## config.mk

```make
export PLATFORM = sky130hd
export DESIGN_NAME = p2m_echo_indication_marshal
export DESIGN_NICKNAME = d
export VERILOG_FILES = /design/src/rtl/p2m_echo_indication_marshal.sv
export SDC_FILE = /design/constraint.sdc
export NUM_CORES = 1
export LEC_CHECK = 0
export BUFFER_PORTS_ARGS = -buffer_cell sky130_fd_sc_hd__buf_4
export CAP_MARGIN = 0
export CELL_PAD_IN_SITES_DETAIL_PLACEMENT = 2
export CELL_PAD_IN_SITES_GLOBAL_PLACEMENT = 2
export CORE_ASPECT_RATIO = 0.75
export CORE_UTILIZATION = 32
export CTS_BUF_LIST = sky130_fd_sc_hd__clkbuf_4 sky130_fd_sc_hd__clkbuf_8 sky130_fd_sc_hd__clkbuf_16
export DETAILED_ROUTE_END_ITERATION = 16
export PLACE_DENSITY_LB_ADDON = 0.1
export SYNTH_ARGS = -nofsm -noshare
export SYNTH_HDL_FRONTEND = slang
export SYNTH_SLANG_ARGS = --single-unit
```

## constraint.sdc

```tcl
create_clock -name CLK -period 3.4 [get_ports CLK]
set_clock_uncertainty 0.15 [all_clocks]
set_input_delay 0.17 -clock CLK [delete_from_list [all_inputs] [get_ports CLK]]
set_output_delay 0.17 -clock CLK [all_outputs]
set_load 0.1 [all_outputs]
```

## src/rtl/p2m_echo_indication_marshal.sv

```systemverilog
// Packs say2/say/setLeds method calls into 128-bit portal messages and queues
// them toward the downstream pipe through a small FIFO with registered outputs.
module p2m_echo_indication_marshal #(
    parameter int          DEPTH      = 2,
    parameter logic [15:0] ID_SAY2    = 16'd0,
    parameter logic [15:0] ID_SAY     = 16'd1,
    parameter logic [15:0] ID_SETLEDS = 16'd2
) (
    input  logic           CLK,
    input  logic           nRST,
    input  logic           method_say2__ENA,
    input  logic [15:0]    method_say2_a,
    input  logic [15:0]    method_say2_b,
    output logic           method_say2__RDY,
    input  logic           method_say__ENA,
    input  logic [31:0]    method_say_v,
    output logic           method_say__RDY,
    input  logic           method_setLeds__ENA,
    input  logic [7:0]     method_setLeds_v,
    output logic           method_setLeds__RDY,
    output logic           pipe_enq__ENA,
    output logic [127:0]   pipe_enq_v,
    input  logic           pipe_enq__RDY
);

    localparam int PW = (DEPTH > 1) ? $clog2(DEPTH) : 1;
    localparam int CW = $clog2(DEPTH + 1);
    localparam logic [PW-1:0] PTR_ONE   = PW'(1);
    localparam logic [CW-1:0] CNT_ONE   = CW'(1);
    localparam logic [CW-1:0] CNT_FULL  = CW'(DEPTH);
    localparam logic [CW-1:0] CNT_EMPTY = CW'(0);

    // Every message is two words long: header word plus one payload word.
    function automatic logic [127:0] pack_msg(input logic [15:0] id, input logic [31:0] payload);
        pack_msg = {64'd0, payload, id, 16'd2};
    endfunction

    logic [127:0]  mem_q [DEPTH];
    logic [127:0]  mem_d [DEPTH];
    logic [PW-1:0] wr_ptr_q, wr_ptr_d;
    logic [PW-1:0] rd_ptr_q, rd_ptr_d;
    logic [CW-1:0] count_q, count_d;
    logic          full_q, full_d;
    logic          ena_q, ena_d;
    logic [127:0]  head_q, head_d;
    logic          enq_s;
    logic          deq_s;
    logic [127:0]  msg_s;

    assign method_say2__RDY    = !full_q;
    assign method_say__RDY     = !full_q && !method_say2__ENA;
    assign method_setLeds__RDY = !full_q && !method_say2__ENA && !method_say__ENA;
    assign pipe_enq__ENA       = ena_q;
    assign pipe_enq_v          = head_q;

    // Call arbitration, FIFO bookkeeping and next value of the registered head.
    always_comb begin
        enq_s = 1'b0;
        msg_s = 128'd0;
        if (!full_q) begin
            if (method_say2__ENA) begin
                enq_s = 1'b1;
                msg_s = pack_msg(ID_SAY2, {method_say2_b, method_say2_a});
            end else if (method_say__ENA) begin
                enq_s = 1'b1;
                msg_s = pack_msg(ID_SAY, method_say_v);
            end else if (method_setLeds__ENA) begin
                enq_s = 1'b1;
                msg_s = pack_msg(ID_SETLEDS, {24'd0, method_setLeds_v});
            end else begin
                enq_s = 1'b0;
            end
        end else begin
            enq_s = 1'b0;
        end

        deq_s = ena_q && pipe_enq__RDY;

        for (int i = 0; i < DEPTH; i++) begin
            mem_d[i] = mem_q[i];
        end
        if (enq_s) begin
            mem_d[wr_ptr_q] = msg_s;
            wr_ptr_d        = wr_ptr_q + PTR_ONE;
        end else begin
            wr_ptr_d        = wr_ptr_q;
        end

        if (deq_s) begin
            rd_ptr_d = rd_ptr_q + PTR_ONE;
        end else begin
            rd_ptr_d = rd_ptr_q;
        end

        case ({enq_s, deq_s})
            2'b10:   count_d = count_q + CNT_ONE;
            2'b01:   count_d = count_q - CNT_ONE;
            default: count_d = count_q;
        endcase

        full_d = (count_d == CNT_FULL);
        ena_d  = (count_d != CNT_EMPTY);

        // A write landing on the new head slot must be forwarded into the head register.
        if (enq_s && (wr_ptr_q == rd_ptr_d)) begin
            head_d = msg_s;
        end else begin
            head_d = mem_q[rd_ptr_d];
        end
    end

    // State registers; reset discards all queued messages.
    always_ff @(posedge CLK or negedge nRST) begin
        if (!nRST) begin
            for (int i = 0; i < DEPTH; i++) begin
                mem_q[i] <= 128'd0;
            end
            wr_ptr_q <= {PW{1'b0}};
            rd_ptr_q <= {PW{1'b0}};
            count_q  <= {CW{1'b0}};
            full_q   <= 1'b0;
            ena_q    <= 1'b0;
            head_q   <= 128'd0;
        end else begin
            for (int i = 0; i < DEPTH; i++) begin
                mem_q[i] <= mem_d[i];
            end
            wr_ptr_q <= wr_ptr_d;
            rd_ptr_q <= rd_ptr_d;
            count_q  <= count_d;
            full_q   <= full_d;
            ena_q    <= ena_d;
            head_q   <= head_d;
        end
    end

endmodule

```

### Word level (Yosys, flattened, before mapping)

Index checks and enable logic that the tools add are counted.
W data, S select, Z words.

| storage, ports and cells | value |
|---|---|
| register bits | 390 |
| bits of input ports | 78 |
| output and inout port bits | 132 |
| logic and storage cells | 47 |

| operators by class | value |
|---|---|
| $add $sub $neg | 4 |
| magnitude comparators | 3 |
| equality and inequality tests | 4 |
| muxes and demuxes | 17 |
| bitwise operators | 2 |
| reductions and logical operators | 9 |

Operators by type and width:

| cell | number |
|---|---|
| $mux W128 | 6 |
| $bwmux W256 | 1 |
| $demux W128 S1 | 1 |
| $mux W64 | 2 |
| $mux W40 | 1 |
| $logic_and A1 B1 Y1 | 5 |
| $mux W1 | 5 |
| $eq A2 B2 Y1 const B | 2 |
| $ge A2 B2 Y1 const B | 2 |
| $not A1 Y2 | 2 |
| $pmux W2 S2 | 1 |
| $logic_not A1 Y1 | 3 |
| $add A1 B1 Y1 const B | 2 |
| $add A2 B1 Y2 const B | 1 |
| $eq A2 B1 Y1 const B | 1 |
| $lt A2 B1 Y1 const B | 1 |
| $reduce_bool A2 Y1 | 1 |
| $sub A2 B1 Y2 const B | 1 |
| $eq A1 B1 Y1 | 1 |

### Logic depth before layout (Yosys ltp)

Gate-level depths: netlist of run 1.

| depth | value |
|---|---|
| depth after elaboration | 7 |
| depth in mapped cells | 9 |
| mapped depth without buffers | 7 |

### Worst setup path before layout of run 1

No wires, ideal clock.

| timing path | value |
|---|---|
| kind | reg2reg |
| start | reg full_q |
| end | reg head_q[17], in the netlist pipe_enq_v[17] |
| arrival | 3.376 ns |
| path slack | -0.220 ns |
| cell stages (with the launch flop) | 6 |
| buffers on the path | 1 |
| period minus slack after synthesis | 3.620 ns |
| path through | dfrtp_1 nor3_1 and2_1 buf_2 o22ai_1 a221oi_2 |

| between the ends | value |
|---|---|
| word-level cells in the longest chain between the ends | 3 |

Ends and longest elaborated chain:

| element | RTL line | RTL |
|---|---|---|
| start: declaration | 43 | `logic full_q, full_d;` |
| start signal: assignment | 131 | `full_q <= full_d;` |
| $mux W1 | 60 | `if (!full_q) begin` |
| $logic_and A1 B1 Y1 | 105 | `if (enq_s && (wr_ptr_q == rd_ptr_d)) begin` |
| $mux W128 (*) | 105 |  |
| net head_d[17] | 45 | `logic [127:0] head_q, head_d;` |
| end signal: assignment | 123 | `head_q <= 128'd0;` |
| end signal: assignment | 133 | `head_q <= head_d;` |
| end: declaration | 45 |  |

The timed path passes the listed nets; every way through them passes the cells marked *.
A chain may end at the register's enable or synchronous reset.

### Final worst setup path of run 1

| timing path | value |
|---|---|
| start | reg full_q |
| end | reg mem_q[164] (netlist name) |

| between the ends | value |
|---|---|
| word-level cells in the longest chain between the ends | 2 |

Ends and longest elaborated chain:

| element | RTL line | RTL |
|---|---|---|
| $mux W128 | 60 |  |
| $bwmux W256 | 83 | `mem_d[wr_ptr_q] = msg_s;` |
| end signal: indexed assignment | 126 | `mem_q[i] <= mem_d[i];` |
| end: declaration | 38 | `logic [127:0] mem_q [DEPTH];` |

Parallel ways exist; a longest one is shown, timed or not.

==> impl_metrics.env, run 1 <==
export IMPL_gr_total_overflow=0
export IMPL_final_min_clock_period_ns=2.33
export IMPL_grt_pass1_vias=5561
export IMPL_dp_final_hpwl_um=12500
export IMPL_start_util_pct=33.0
export IMPL_grt_max_degree=58
export IMPL_status="complete, no violations"
export IMPL_drc=0
export IMPL_post_dp_cell_area_mm2=0.00687
export IMPL_synth_flop_cell="dfrtp_1"
export IMPL_via_per_inst=4.92
export IMPL_antenna_found_initial=0
export IMPL_critPathKind="reg2reg"
export IMPL_core_rowCount=43
export IMPL_worst_ep_arrival_time_ns=2.38
export IMPL_clock_fmax_ghz=0.428
export IMPL_synth_common_cells="197 x nand2_1, 111 x dfrtp_1, 102 x buf_4"
export IMPL_drt_initial_drc_count=209
export IMPL_core_area_mm2=0.0187
export IMPL_cap_viol_max_count=0
export IMPL_ys_async_sr_fraction_pct=100
export IMPL_layout_drive_gt1_share_pct=20.5
export IMPL_area_growth_pct=17.1
export IMPL_vdd_ir_drop_max_mv=0.529
export IMPL_synth_top_area_share_pct=44.9
export IMPL_power_switching_share_pct=54.8
export IMPL_synth_seq_cells=111
export IMPL_grt_setup_unrepaired="no"
export IMPL_worst_pin_slew_ns=0.956
export IMPL_wl_per_cell_um=18.3
export IMPL_die_x_um=163
export IMPL_gp_congestion=0.720
export IMPL_p_int_mw=3.85
export IMPL_maxSlewHeadroom_pct=36.2
export IMPL_power_switching_mw=4.67
export IMPL_end_kind="flip-flop"
export IMPL_cpPeakStageDelay_ns=0.82
export IMPL_synth_area_top_cells="dfrtp_1 45%, buf_4 12%, nand2_1 12%"
export IMPL_port_buffers=116
export IMPL_final_hold_violation_count=0
export IMPL_period_share_pct=68.7
export IMPL_first_pass_iters=5
export IMPL_clkTransAtPathRegs_ns=0.08
export IMPL_setup_viol_count_final=0
export IMPL_crit_path_max_fanout=44
export IMPL_antenna_diode_count=0
export IMPL_clock_root_buffer="clkbuf_16"
export IMPL_post_synth_cell_area_avg_um2=8.91
export IMPL_synth_cell_area_mm2=0.00618
export IMPL_worstPathCellList="inv_2 > nand3_2 > nand2_1 > o21ai_0"
export IMPL_postRouteAntennaNets=0
export IMPL_slowest_stage="nand3_2"
export IMPL_yosysMostFrequentCell="nand2_1"
export IMPL_synth_largest_area_cell="dfrtp_1"
export IMPL_postSynthCellCount=694
export IMPL_grt_pass1_wl_um=30500
export IMPL_final_area_mm2=0.00724
export IMPL_combPwrFrac_pct=58.8
export IMPL_finalSetupTns_ns=0
export IMPL_cts_tree="built"
export IMPL_fp_dieH_um=122
export IMPL_nets=866
export IMPL_cts_resized=0
export IMPL_power_density_mw_per_mm2=1180
export IMPL_startpoint_type="flip-flop"
export IMPL_cts_sinks=111
export IMPL_clock_path_buffers=2
export IMPL_hp_class="in2reg"
export IMPL_yosysSeqAreaShare_pct=44.9
export IMPL_vias=5110
export IMPL_synth_edf_count=0
export IMPL_ys_types=46
export IMPL_worstSkewPairLatency_ns=0.36
export IMPL_required_ns=3.44
export IMPL_fp_dieArea_mm2=0.0199
export IMPL_drt_wl_total_um=19000
export IMPL_yosys_warnings=0
export IMPL_io_pins=210
export IMPL_grt_usage_pct=19.8
export IMPL_cts_made_buffers=9
export IMPL_leakagePower_nw=3.59
export IMPL_pwr_share_seq_pct=27.2
export IMPL_htreeDepth=3
export IMPL_slew_violations=0
export IMPL_clock_power_share_pct=14.0
-- final cells by class --
cell class,count,area (um2)
multi-input combinational,529,2780
timing repair buffer,132,1030
tap,247,309
fill,2117,11500
inverter,4,15.0
clock buffer,11,253
sequential,111,2780
clock inverter,5,78.8
-- layout by cell type (no fill, tap or decap), types with 2 or more instances in the layout --
cell and n:
nand3b_1 24, clkbuf_8 2, o21ai_1 2, buf_4 126, nand2_1 197, o21bai_1 2, o22ai_1 50, bufinv_16 2
clkinv_2 2, nand2b_1 3, dfrtp_1 110, a22oi_1 32, a221oi_2 2, clkbuf_16 9, a22o_1 8, a21oi_1 24
nor3_4 3, conb_1 93, nor2_1 4, o21ai_0 39, inv_1 3, buf_12 2, nand3_2 2, nand3_1 2
mux2i_1 16, o21a_1 2, dlygate4sd3_1 4, and2_1 2, xnor2_1 3, nor3_1 2
-- worst max-delay path, delay by kind of cell (launching register included) --
family | cells | cell delay [ns]
and+or+nand+nor | 2 | 1.16
DFF | 1 | 0.41
buffers and inverters | 1 | 0.29
AOI/OAI and AO/OA | 1 | 0.15
-- per-layer routing --
metal  global-route usage (%)  wire length (um)  vias up
met5                        0                 0        -
met4                     3.56                87        0
met3                     4.39               825        7
met2                     33.0              9090      133
met1                     26.8              8990     2599
li1                         -                 -     2371
-- cell families (layout without fill, tap and decap cells) --
group / Yosys count / in the layout / share of synthesized area (%)
AND/OR/NAND/NOR: 247 / 247 / 18.2
AO/OA/AOI/OAI: 168 / 168 / 17.5
buffers and inverters: 146 / 152 / 15.9
flip-flops: 111 / 111 / 44.9
multiplexers: 17 / 17 / 2.77
XOR/XNOR: 3 / 3 / 0.425
adder cells (fa/ha/maj): 1 / 1 / 0.202
other: 1 / 93 / 0.0606
-- power groups by stage --
stage,clock [mW],combinational (mW),sequential (mW)
floorplan,0,2.60,3.62
global placement,0,4.89,2.30
detailed placement,0,5.03,2.34
CTS,1.23,5.04,2.32
global route,1.27,5.35,2.39
finish,1.20,5.01,2.32
-- registers in the layout (all words and copies together) (netlist names) --
name and flops:
pipe_enq__ENA 1, rd_ptr_q 1, pipe_enq_v 35, mem_q 70
count_q 2, full_q 1, wr_ptr_q 1
-- worst paths after layout --
kind	from	endpoint	slack (ns)	depth (start not counted)
worst max-delay path	full_q	mem_q[164]	1.07	4
worst min-delay path	method_setLeds_v[5]	mem_q[37]	0.02	3
worst max register to register	full_q	mem_q[164]	1.07	4
worst min register to register	mem_q[1]	mem_q[1]	0.32	1
max in group asynchronous	nRST	mem_q[166]	2.04	3
min in group asynchronous	nRST	pipe_enq_v[46]	0.27	2
-- stage by stage --
step | instances | hold slack [ns] | utilization [%] | worst slack [ns] | power, mW
after floorplan | 786 | -0.276 | - | 0.725 | 6.22
after global placement | 1019 | 0.140 | 36.7 | 0.989 | 7.19
after detailed placement | 1019 | 0.144 | 36.7 | 0.873 | 7.37
after CTS | 1039 | 0.0115 | 38.7 | 1.01 | 8.60
after global routing | 1039 | 0.0277 | 38.7 | 0.853 | 9.02
final | 1039 | 0.0196 | 38.7 | 1.07 | 8.53
-- timing repair --
action | CTS | global route
hold buffers | 4 | 0
hold endpoints to repair | 60 | 0
buffers inserted | 0 | 0
(Power assumes the default switching activity.)
==> inputs of run 2 (changes only) <==
--- a/config.mk
+++ b/config.mk
@@ -10,7 +10,7 @@
 export CELL_PAD_IN_SITES_DETAIL_PLACEMENT = 2
 export CELL_PAD_IN_SITES_GLOBAL_PLACEMENT = 2
 export CORE_ASPECT_RATIO = 0.75
-export CORE_UTILIZATION = 32
+export CORE_UTILIZATION = 29
 export CTS_BUF_LIST = sky130_fd_sc_hd__clkbuf_4 sky130_fd_sc_hd__clkbuf_8 sky130_fd_sc_hd__clkbuf_16
 export DETAILED_ROUTE_END_ITERATION = 16
 export PLACE_DENSITY_LB_ADDON = 0.1
==> constraint.sdc (replaced) <==
create_clock -name CLK -period 2.2 [get_ports CLK]
set_clock_uncertainty 0.15 [all_clocks]
set_input_delay 0.11 -clock CLK [delete_from_list [all_inputs] [get_ports CLK]]
set_output_delay 0.11 -clock CLK [all_outputs]
set_load 0.1 [all_outputs]
==> run 2 against run 1 <==
Count of clock-buffer cells in the layout shrank 2. Hold slack improved by 0.0057 ns. Via count increased by 2.6%. Final area increased by 4.4%. Sequential power rose by 53%. Core utilization decreased by 1.9 points. Critical endpoint is now pipe_enq_v[39].
==> impl_metrics.env, run 2 (synthesized netlist as in run 1, its figures left out) <==
export IMPL_status="complete, no violations"
export IMPL_vias=5244
export IMPL_io_pins=210
export IMPL_dp_cells=1072
export IMPL_fp_dieArea_mm2=0.0219
export IMPL_totalPowerFinal_mw=13.6
export IMPL_timing_final_ws_setup_ns=0.144
export IMPL_grt_pass1_vias=5839
export IMPL_wl_per_cell_um=18.3
export IMPL_power_switching_share_pct=54.0
export IMPL_fillers=2320
export IMPL_slowest_stage="a21boi_1"
export IMPL_end_kind="flip-flop"
export IMPL_p_int_mw=6.24
export IMPL_cpPeakStageDelay_ns=0.51
export IMPL_cts_resized=0
export IMPL_grt_setup_unrepaired="no"
export IMPL_layout_common_cells="197 x nand2_1, 139 x buf_4, 109 x dfrtp_1, 93 x conb_1, 50 x o22ai_1"
export IMPL_first_pass_iters=4
export IMPL_cts_made_buffers=9
export IMPL_grt_usage_pct=19.1
export IMPL_final_cells=1098
export IMPL_final_min_clock_period_ns=2.06
export IMPL_clock_path_buffers=2
export IMPL_fp_dieH_um=128
export IMPL_slew_violations=0
export IMPL_combPwrFrac_pct=59.6
export IMPL_worstSkewPairLatency_ns=0.36
export IMPL_crit_family="compound AO/OA/AOI/OAI gates"
export IMPL_clock_fmax_ghz=0.486
export IMPL_pwr_share_seq_pct=26.3
export IMPL_gr_total_overflow=0
export IMPL_htreeDepth=3
export IMPL_critical_path_buf_inv_count=0
export IMPL_critPathKind="reg2reg"
export IMPL_post_cts_setup_buffer_count=0
export IMPL_required_ns=2.28
export IMPL_worst_pin_slew_ns=0.736
export IMPL_period_share_pct=93.4
export IMPL_drt_wl_total_um=20100
export IMPL_start_util_pct=30.1
export IMPL_worstPathCellList="a21boi_1 > o21ai_0 > a21o_1 > mux2i_1"
export IMPL_cts_tree="built"
export IMPL_antenna_found_initial=0
export IMPL_postRouteAntennaNets=0
export IMPL_maxSlewHeadroom_pct=50.8
export IMPL_nets=889
export IMPL_finalSetupTns_ns=0
export IMPL_vdd_ir_drop_max_mv=0.591
export IMPL_clock_power_share_pct=14.1
export IMPL_port_buffers=116
export IMPL_clkTransAtPathRegs_ns=0.08
export IMPL_regMostFlops="mem_q"
export IMPL_power_density_mw_per_mm2=1790
export IMPL_leakagePower_nw=3.72
export IMPL_crit_path_max_fanout=9
export IMPL_grt_max_degree=55
export IMPL_area_growth_pct=22.3
export IMPL_via_per_inst=4.78
export IMPL_hp_class="in2reg"
export IMPL_core_rowCount=45
export IMPL_power_switching_mw=7.32
export IMPL_cts_sinks=111
export IMPL_setup_viol_count_final=0
export IMPL_final_hold_violation_count=0
export IMPL_layout_drive_gt1_share_pct=22.3
export IMPL_drt_initial_drc_count=177
export IMPL_die_x_um=171
export IMPL_place_ws_ns=0.196
export IMPL_startpoint_type="flip-flop"
export IMPL_final_common_cell="nand2_1"
export IMPL_drc=0
export IMPL_worst_ep_arrival_time_ns=2.13
export IMPL_core_area_mm2=0.0206
export IMPL_clock_root_buffer="clkbuf_16"
export IMPL_cap_viol_max_count=0
export IMPL_grt_pass1_wl_um=32000
export IMPL_holdBufCountCts=9
export IMPL_dp_final_hpwl_um=13700
export IMPL_gp_congestion=0.845
export IMPL_largest_reg_flops=70
[run 2: changes by cell type in the layout (fill, tap and decap cells not counted), sizes merged]
cell	change
buf	+18
dlygate4sd3	+5
clkbuf	-2
diode	+1
bufinv	+1
clkinvlp	+1
[run 2: worst reg2reg max path: stages (launching register included)]
cell	delay (ns)
dfrtp_2	0.45
a21boi_1	0.51
o21ai_0	0.19
a21o_1	0.40
mux2i_1	0.21
[run 2: area by class of cell]
class	instances	area [um2]	area share [%]
Antenna cell	1	2.50	0.0331
Clock buffer	9	225	2.98
Clock inverter	7	120	1.59
Inverter	4	15.0	0.199
Multi-Input combinational cell	529	2790	36.9
Sequential cell	111	2780	36.8
Tap cell	282	353	4.67
Timing Repair Buffer	155	1270	16.8
[run 2: worst paths after layout]
check | startpoint | endpoint | slack [ns] | cells after the start
min in group asynchronous | nRST | pipe_enq_v[44] | 0.07 | 2
worst max-delay path | pipe_enq__ENA | pipe_enq_v[39] | 0.14 | 4
max in group asynchronous | nRST | pipe_enq_v[37] | 1.02 | 4
worst min register to register | mem_q[62] | mem_q[62] | 0.33 | 2
worst min-delay path | method_say2_a[14] | mem_q[174] | 0.03 | 5
worst max register to register | pipe_enq__ENA | pipe_enq_v[39] | 0.14 | 4
[run 2: through the flow]
stage | instance area (um2) | hold WS, ns | util [%]
after detailed placement | 7120 | -0.0748 | 34.7
after floorplan | 6550 | -0.336 | -
final | 7560 | 0.0253 | 36.8
after global placement | 7120 | -0.0831 | 34.7
after CTS | 7560 | 0.0212 | 36.8
after global routing | 7560 | 0.0566 | 36.8
[run 2: power by group through the flow]
stage	registers [mW]	clock network, mW	logic, mW
floorplan	5.60	0	4.03
global placement	3.53	0	7.92
detailed placement	3.61	0	8.10
CTS	3.58	1.97	8.16
global route	3.67	2.03	8.62
finish	3.56	1.91	8.08
[run 2: routing by layer]
metal,share of wire [%],up-vias,global-route usage (%)
met1,47,2644,25.2
met5,0,-,0
met3,4.3,26,3.35
met2,47,147,31.9
li1,-,2427,-
met4,1.6,0,5.72
